## config.mk

```make
export PLATFORM = sky130hd
export DESIGN_NAME = gcl_execute_sm_param
export DESIGN_NICKNAME = d
export VERILOG_FILES = /design/src/rtl/gcl_execute_sm_param.sv
export SDC_FILE = /design/constraint.sdc
export NUM_CORES = 1
export LEC_CHECK = 0
export CAP_MARGIN = 20
export CORE_ASPECT_RATIO = 1.4
export CORE_MARGIN = 3
export CORE_UTILIZATION = 40
export DETAILED_ROUTE_END_ITERATION = 6
export MAX_ROUTING_LAYER = met4
export PLACE_DENSITY = 0.66
export SLEW_MARGIN = 5
export SYNTH_ARGS = -nofsm -noshare
export SYNTH_HDL_FRONTEND = slang
export SYNTH_SLANG_ARGS = --single-unit
```

## constraint.sdc

```tcl
create_clock -name clk -period 7.51 [get_ports clk]
set_clock_uncertainty 0.1 [all_clocks]
set_input_delay 1.502 -clock clk [delete_from_list [all_inputs] [get_ports clk]]
set_output_delay 1.502 -clock clk [all_outputs]
set_load 0.02 [all_outputs]
```

## src/rtl/gcl_execute_sm_param.sv

```systemverilog
// Gate-control-list executor with double-buffered ADMIN/OPER banks.
// A new list is promoted only on a CycleStart boundary, so the swap never tears a cycle.
//
// state | meaning
// IDLE  | no operational list; gates held at INIT_GATES
// RUN   | walking OPER entries; remaining counts down the current dwell
// HOLD  | last entry finished; gates and index frozen until CycleStart
module gcl_execute_sm_param #(
  parameter int NUM_QUEUES = 8,
  parameter int LIST_DEPTH = 16,
  parameter int TI_WIDTH   = 32,
  parameter int STEP_NS    = 8,
  parameter logic [NUM_QUEUES-1:0] INIT_GATES = '1,
  localparam int AW = $clog2(LIST_DEPTH),
  localparam int LW = AW + 1
) (
  input  logic                  clk,
  input  logic                  rst_n,
  input  logic                  CycleStart,
  input  logic                  wr_en,
  input  logic [AW-1:0]         wr_addr,
  input  logic [NUM_QUEUES-1:0] wr_gates,
  input  logic [TI_WIDTH-1:0]   wr_interval,
  input  logic [LW-1:0]         admin_len,
  input  logic                  config_change,
  output logic [NUM_QUEUES-1:0] OutGateStates,
  output logic [AW-1:0]         cur_index,
  output logic                  running,
  output logic                  config_pending,
  output logic                  config_done,
  output logic                  wr_err
);

  typedef enum logic [1:0] {IDLE, RUN, HOLD} state_t;

  state_t                state_q, state_d;
  logic                  oper_bank_q, oper_bank_d;
  logic [LW-1:0]         oper_len_q, oper_len_d;
  logic [AW-1:0]         cur_index_q, cur_index_d;
  logic [TI_WIDTH-1:0]   remaining_q, remaining_d;
  logic [NUM_QUEUES-1:0] gates_q, gates_d;
  logic                  pending_q, pending_d;
  logic                  done_q, done_d;
  logic                  wr_err_q, wr_err_d;

  logic [NUM_QUEUES-1:0] gates_mem [2][LIST_DEPTH];
  logic [TI_WIDTH-1:0]   ti_mem    [2][LIST_DEPTH];

  logic                  addr_ok;
  logic                  wr_ok;
  logic                  swap;
  logic                  bank_nx;
  logic [LW-1:0]         len_nx;
  logic [LW-1:0]         admin_len_clamped;
  logic [AW-1:0]         idx_inc;
  logic [LW-1:0]         next_pos;

  // With a power-of-two depth every encodable address is in range.
  generate
    if (LIST_DEPTH == (1 << AW)) begin : g_addr_full
      assign addr_ok = 1'b1;
    end else begin : g_addr_chk
      assign addr_ok = ({1'b0, wr_addr} < LW'(LIST_DEPTH));
    end
  endgenerate

  assign wr_ok = wr_en && !pending_q && addr_ok;

  always_ff @(posedge clk) begin
    if (wr_ok) begin
      gates_mem[~oper_bank_q][wr_addr] <= wr_gates;
      ti_mem[~oper_bank_q][wr_addr]    <= wr_interval;
    end
  end

  assign admin_len_clamped = (admin_len > LW'(LIST_DEPTH)) ? LW'(LIST_DEPTH) : admin_len;
  assign swap     = CycleStart && pending_q;
  assign bank_nx  = swap ? ~oper_bank_q : oper_bank_q;
  assign len_nx   = swap ? admin_len_clamped : oper_len_q;
  assign idx_inc  = cur_index_q + AW'(1);
  assign next_pos = {1'b0, cur_index_q} + LW'(1);

  always_comb begin
    state_d     = state_q;
    oper_bank_d = oper_bank_q;
    oper_len_d  = oper_len_q;
    cur_index_d = cur_index_q;
    remaining_d = remaining_q;
    gates_d     = gates_q;
    done_d      = 1'b0;
    wr_err_d    = wr_en && !wr_ok;

    // A request coinciding with CycleStart arms for the following boundary.
    if (swap) begin
      pending_d = 1'b0;
    end else if (config_change) begin
      pending_d = 1'b1;
    end else begin
      pending_d = pending_q;
    end

    if (CycleStart) begin
      oper_bank_d = bank_nx;
      oper_len_d  = len_nx;
      done_d      = swap;
      cur_index_d = '0;
      if (len_nx == '0) begin
        state_d     = IDLE;
        gates_d     = INIT_GATES;
        remaining_d = '0;
      end else begin
        state_d     = RUN;
        gates_d     = gates_mem[bank_nx][0];
        remaining_d = ti_mem[bank_nx][0];
      end
    end else begin
      case (state_q)
        RUN: begin
          if (remaining_q > TI_WIDTH'(STEP_NS)) begin
            remaining_d = remaining_q - TI_WIDTH'(STEP_NS);
          end else if (next_pos < oper_len_q) begin
            cur_index_d = idx_inc;
            gates_d     = gates_mem[oper_bank_q][idx_inc];
            remaining_d = ti_mem[oper_bank_q][idx_inc];
          end else begin
            state_d = HOLD;
          end
        end
        default: ;
      endcase
    end
  end

  always_ff @(posedge clk or negedge rst_n) begin
    if (!rst_n) begin
      state_q     <= IDLE;
      oper_bank_q <= 1'b0;
      oper_len_q  <= '0;
      cur_index_q <= '0;
      remaining_q <= '0;
      gates_q     <= INIT_GATES;
      pending_q   <= 1'b0;
      done_q      <= 1'b0;
      wr_err_q    <= 1'b0;
    end else begin
      state_q     <= state_d;
      oper_bank_q <= oper_bank_d;
      oper_len_q  <= oper_len_d;
      cur_index_q <= cur_index_d;
      remaining_q <= remaining_d;
      gates_q     <= gates_d;
      pending_q   <= pending_d;
      done_q      <= done_d;
      wr_err_q    <= wr_err_d;
    end
  end

  assign OutGateStates  = gates_q;
  assign cur_index      = cur_index_q;
  assign running        = (state_q != IDLE);
  assign config_pending = pending_q;
  assign config_done    = done_q;
  assign wr_err         = wr_err_q;

endmodule

```

==> impl_results.md, run 1 <==
- Syn-to-layout area delta: 14.3%
- Placed instance count: 4234
- Post CTS Setup Buffer Count: 0
- Mapped Area: 0.0524 mm^2
- Final period utilization: 67.7%
- Status: finished, final reports clean
- RSZ-0062 raised after global routing: false
- Worst rel slew slack: 22.3%
- Cells along the critical path: ha_4 -> xnor2_2 -> buf_4 -> inv_6 -> ha_1 -> a21o_1 -> a31oi_1 -> o21ai_0 -> a21oi_1 -> buf_4 -> or2_1 -> nand4_1 -> a41oi_1
- Slowest cell on crit path: dfrtp_4
- Synth area leaders: edfxtp_1 (73%), mux4_2 (16%), dfrtp_1 (2.2%)
- Seq/Total Area, Yosys: 76.0%
- Max Cap Viol: 0
- Leakage power: 0.0185 uW
- Core footprint: 0.130 mm^2
- HPWL Detailed: 80600 um
- Via density: 5.89
- Grt ovf: 0
- GRT Overall Usage: 20.6%
- CTS Buffer Depth: 3
- EDFF count, synth: 1280
- Post-layout minimum cycle time: 5.09 ns
- Most used cell, CP: buf_4
- Post-CTS Resized: 0
- Synth area leader: edfxtp_1
- Setup TNS: 0 ns
- Final net count: 2699
- Clock-pin slew of the registers on the worst-case setup and hold paths: 0.06 ns
- Final ANT Viol Nets: 0
- Die ar.: 0.136 mm^2
- Fin. max-slew vios: 0
- Via count: 26400
- Drt initial violations: 2844
- Via count of the first global-routing pass: 27400
- Delay-heaviest family, CP: simple AND/OR/NAND/NOR gates
- Row count: 156
- Power Density: 292 mW/mm^2
- Worst skew pair latency: 0.72 ns
- Crit. End Element: register
- Clock Sinks: 1335
- H-tree Lvls: 3
- Ys flop type: edfxtp_1
- Initial antenna violation count: 3
- Die H: 434 um
- Crit path kind: reg -> reg
- Fin util: 46.2%
- Mapped Nets: 2553
- Worst-case vdd ir drop: 0.293 mV
- Critical Path RT: 8.04 ns
- Hold Buf Count CTS: 0
- Syn Inst Count: 2493
- Layout cell share with drive strength beyond 1: 25.6%
- Worst Hold Class: reg -> reg
- CP max stage delay: 0.96 ns
- Post-Route WL: 136000 um
- Setup violators final: 0
- Syn avg cell area: 21.0 um^2
- FFs w/ async S/R, synth: 4.12%
- Worst-Margin Slew: 1.17 ns
- I/O pin total: 70
- Yosys warns: 0
- Synth unique cells: 66
- Placer Congestion: 0.886
- CTS tree: built
- Port Buf Inserts: 69
- TritonCTS Buffers: 117
- # DRC: 0
- WL/cell: 30.3 um
- Drt first pass iters: 5
- Area share of the leading cell type in the synthesized netlist: 73.3%
- Initial Utilization: 40.5%
- CP Buf/Inv Count: 3
- Yosys reg bits: 1335
- Largest net degree at the start of global routing: 103
- Final hold violation count: 0
- Final Non-Filler Cells: 4476
- Root Driver: clkbuf_16
- Total power: 17500 uW
- Achievable Freq: 0.197 GHz
- CP Max Fanout: 45
- First-pass GRT wire length: 197000 um
- Setup crit start kind: register
- Die X: 312 um
- Arr. time, crit path: 5.62 ns
worst min-delay path, cell delays in order (launching register included):
cell and delay [ns]:
dfstp_2 0.37, nand2_1 0.05, o31ai_1 0.06
cells in the mapped netlist (14+ instances only):
library cell  count
nand3_1          19
buf_2            42
dfrtp_1          47
clkbuf_1         72
nor2_1          105
buf_1            23
a21oi_1          60
mux4_2          361
inv_1            14
nand2_1         134
mux2i_1          48
edfxtp_1       1280
a31oi_1          18
o31ai_1          14
a221oi_1         15
o21ai_0          21
where the power goes:
group | internal (uW) | total [uW] | leakage (uW) | switching (uW)
sequential | 8310 | 8480 | 0.0122 | 168
clock | 3430 | 6110 | 0.00190 | 2680
combinational | 1400 | 2920 | 0.00438 | 1520
logic make-up (layout without fill, tap and decap cells):
logic type / after synthesis / in the layout / share of synthesized area [%]
buf+inv: 156 / 399 / 1.25
simple gates: 350 / 350 / 3.07
xor+xnor: 21 / 21 / 0.351
mux: 411 / 411 / 16.5
flops: 1335 / 1335 / 76.0
fa+ha+maj: 6 / 6 / 0.143
other cells: 0 / 2 / 0
compound gates: 214 / 214 / 2.76
worst paths after layout:
| path | start | to | slack [ns] | depth (start not counted) |
|---|---|---|---|---|
| worst max register to register | cur_index[0]$_DFFE_PN0P_ | remaining_q[27]$_DFFE_PN0P_ | 2.42 | 13 |
| worst max-delay path | cur_index[0]$_DFFE_PN0P_ | remaining_q[27]$_DFFE_PN0P_ | 2.42 | 13 |
| min in group asynchronous | rst_n | wr_err$_DFF_PN0_ | 0.86 | 2 |
| worst min register to register | OutGateStates[4]$_DFFE_PN1P_ | OutGateStates[4]$_DFFE_PN1P_ | 0.38 | 2 |
| max in group asynchronous | rst_n | cur_index[0]$_DFFE_PN0P_ | 5.69 | 2 |
| worst min-delay path | OutGateStates[4]$_DFFE_PN1P_ | OutGateStates[4]$_DFFE_PN1P_ | 0.38 | 2 |
final cells by class:
class                      instances  area [um^2]
antenna                            2         5.00
fill                           10700        69700
sequential                      1335        39800
multi-input combinational       1002        12200
inverter                          16         65.1
tap                             1738         2170
clock buffer                     151         3210
timing repair buffer             167         1700
clock inverter                    65          676
state kept, by name, indices dropped and copies added, names as in the netlist:
| name | count |
|---|---|
| oper_len_q | 5 |
| OutGateStates | 8 |
| state_q | 2 |
| cur_index | 4 |
| remaining_q | 32 |
| ti_mem | 1024 |
| oper_bank_q | 1 |
| gates_mem | 256 |
| config_pending | 1 |
| wr_err | 1 |
| config_done | 1 |
through the flow:
step	cell area [um^2]	setup slack, ns	hold slack, ns
after floorplan	52400	3.09	0.359
after global placement	55600	2.47	0.375
after detailed placement	55600	2.43	0.373
after CTS	59500	2.44	0.381
after global routing	59900	2.22	0.400
final	59900	2.42	0.380
metal layers:
layer  wire length (um)  up-vias  share of wire, %  GRT usage (%)
met5                  0        -                 0              -
met4               5530        0               4.1           8.54
met3               8080      292               6.0           2.43
met2              71200     1143                53           35.3
met1              50700    14200                37           25.1
li1                   -    10700                 -              -
cells in the final DEF, fill, tap and decap left out, drive strengths merged, types with 47 or more instances in the layout:
| cell | n |
|---|---|
| buf | 100 |
| a21oi | 60 |
| clkbuf | 151 |
| nor2 | 106 |
| mux4 | 361 |
| edfxtp | 1280 |
| clkdlybuf4s50 | 67 |
| nand2 | 134 |
| dfrtp | 47 |
| mux2i | 48 |
Note: power is estimated with default switching activity, not from simulation.
==> run 2, diff against run 1 <==
- clock period: 7.51 -> 4.8 ns (I/O delays scaled with it)
==> impl_results.md, run 2 (synthesis gave the netlist of run 1 again) <==
- Drt first pass iters: 5 (unchanged)
- M1 wire length: 50200 um (-0.99%)
- HPWL Detailed: 78600 um (-2.5%)
- Most common cell after layout, fill and taps aside: edfxtp_1
- Worst skew pair latency: 0.73 ns (about the same)
- Crit path kind: reg -> reg
- # fillers: 10600 (-1.0%)
- Setup violators final: 0 (unchanged)
- Leakage power: 0.0188 uW (+1.8%)
- Die ar.: 0.136 mm^2 (unchanged)
- Hold Buf Count CTS: 0 (unchanged)
- # DRC: 0 (unchanged)
- Final net count: 2734 (+1.3%)
- Post-layout minimum cycle time: 3.88 ns (-1.21 ns)
- Largest regs: ti_mem (1024), gates_mem (256), remaining_q (32)
- Worst r2r path cells: 8 (-5)
- Slowest cell on crit path: dfrtp_4
- Worst rel slew slack: 26.7% (+4.4 points)
- Syn-to-layout area delta: 15.6%
- Grt ovf: 0 (unchanged)
- Delay-heaviest family, CP: compound AO/OA/AOI/OAI gates
- DR WL met2: 70400 um (-1.1%)
- Final hold violation count: 0 (unchanged)
- Worst-case vdd ir drop: 0.334 mV (+14%)
- Layout cell share with drive strength beyond 1: 26.7% (+1.1 points)
- Post-CTS Resized: 0 (unchanged)
- Initial Utilization: 40.5% (unchanged)
- Area of the multi-input gates: 0.0122 mm^2 (unchanged)
- GRT Overall Usage: 20.2% (-0.40 points)
- Levels on crit path: 8 (-5)
- Die X: 312 um (unchanged)
- I/O pin total: 70 (unchanged)
- Clock Sinks: 1335 (unchanged)
- R2r startpoint: oper_bank_q$_DFFE_PN0P_
- Cells along the critical path: buf_4 -> buf_4 -> mux4_2 -> and2_0 -> o311ai_0 -> a21oi_1 -> o31ai_1 -> a2bb2oi_1
- Via count: 26300 (-0.33%)
- Worst Hold Class: in -> async
- TritonCTS Buffers: 114 (-2.6%)
- Row count: 156 (unchanged)
- Initial antenna violation count: 1 (-2)
- CTS Buffer Depth: 3 (unchanged)
- First-pass GRT wire length: 194000 um (-1.3%)
- Status: finished, final reports clean
- Arr. time, crit path: 4.38 ns (-1.24 ns)
- Drt initial violations: 2737 (-3.8%)
- Worst r2r dst: remaining_q[8]$_DFFE_PN0P_
- Final period utilization: 80.8% (+13 points)
- Final ANT Viol Nets: 0 (unchanged)
- Worst-Margin Slew: 1.10 ns (-0.0699 ns)
- Core footprint: 0.130 mm^2 (unchanged)
- Power Density: 458 mW/mm^2 (+57%)
- Largest net degree at the start of global routing: 130 (+26%)
- Commonest cells after routing, fill and taps aside: edfxtp_1 (1280), mux4_2 (361), nand2_1 (134), clkbuf_16 (115), buf_4 (86)
- Most used cell, CP: buf_4
- Worst Slack Setup Final: 0.919 ns (-1.50 ns)
- Root Driver: clkbuf_16
- Via count of the first global-routing pass: 27300 (-0.65%)
- Storage element area: 0.0398 mm^2 (unchanged)
- CTS tree: built
- Port Buf Inserts: 69 (unchanged)
- Max Cap Viol: 0 (unchanged)
- Achievable Freq: 0.258 GHz (+31%)
- H-tree Lvls: 3 (unchanged)
- Pre-CTS WS: 0.862 ns (-1.57 ns)
- Via density: 5.82 (-1.2%)
- Highest metal layer with signal wires: met4
- CP Max Fanout: 30 (-33%)
- Fin. max-slew vios: 0 (unchanged)
- Post-Route WL: 133000 um (-2.0%)
- Critical Path RT: 5.30 ns (-2.74 ns)
- WL/cell: 29.4 um (-2.8%)
- Clock-pin slew of the registers on the worst-case setup and hold paths: 0.07 ns (about the same)
- Largest Register: ti_mem
- RSZ-0062 raised after global routing: false
- Reg-to-reg slack, setup: 0.92 ns (-1.50 ns)
- Setup TNS: 0 ns (unchanged)
- Post CTS Setup Buffer Count: 0 (unchanged)
- Die H: 434 um (unchanged)
- Placer Congestion: 0.886 (about the same)
- Setup crit start kind: register
- CP max stage delay: 0.94 ns (-0.02 ns)
- Largest register FFs: 1024 (unchanged)
- Met3 routed WL: 7420 um (-8.2%)
- Crit. End Element: register
- CP Buf/Inv Count: 2 (-1)
-- run 2: routing by layer --
| metal | vias to the layer above | track usage [%] |
|---|---|---|
| met3 | 229 | 2.89 |
| met4 | 0 | 7.07 |
| met1 | 14200 | 24.5 |
| met5 | - | - |
| li1 | 10800 | - |
| met2 | 1094 | 34.9 |
-- run 2: final cells by class --
class                      instances  share of cell area [%]
inverter                          16                   0.107
antenna                            2                 0.00826
timing repair buffer             205                    3.69
multi-input combinational       1002                    20.2
tap                             1738                    3.59
sequential                      1335                    65.7
clock inverter                    75                    1.74
clock buffer                     142                    4.96
-- run 2: where the power goes --
part	leakage (uW)	internal, uW	switching (uW)	total (uW)
registers	0.0122	13000	269	13300
logic	0.00465	2270	2330	4600
clock network	0.00196	5730	4180	9910
total	0.0188	21000	6790	27800
-- run 2: stage by stage --
stage	total power (uW)	hold WS (ns)	instances	instance area (um^2)	utilization, %
after floorplan	16700	0.359	2493	52400	-
after global placement	18100	0.374	4266	56000	43.2
after detailed placement	18100	0.384	4266	56000	43.2
after CTS	28000	0.276	4483	60100	46.4
after global routing	28700	0.315	4513	60600	46.8
final	27800	0.289	4515	60600	46.8
-- run 2: worst register-to-register path, stage by stage, from the launching register on --
cell,delay [ns]
dfrtp_4,0.94
buf_4,0.37
buf_4,0.44
mux4_2,0.55
and2_0,0.16
o311ai_0,0.61
a21oi_1,0.24
o31ai_1,0.25
a2bb2oi_1,0.09
-- run 2: worst max path at each step --
| stage | startpoint | to | slack, ns |
|---|---|---|---|
| floorplan | oper_bank_q$_DFFE_PN0P_ | gates_mem[0][100]$_DFFE_PP_ | 0.49 |
| global placement | oper_bank_q$_DFFE_PN0P_ | remaining_q[8]$_DFFE_PN0P_ | 0.86 |
| detailed placement | oper_bank_q$_DFFE_PN0P_ | remaining_q[8]$_DFFE_PN0P_ | 0.86 |
| CTS | oper_bank_q$_DFFE_PN0P_ | remaining_q[8]$_DFFE_PN0P_ | 0.83 |
| global route | oper_bank_q$_DFFE_PN0P_ | remaining_q[8]$_DFFE_PN0P_ | 0.61 |
| finish | oper_bank_q$_DFFE_PN0P_ | remaining_q[8]$_DFFE_PN0P_ | 0.92 |
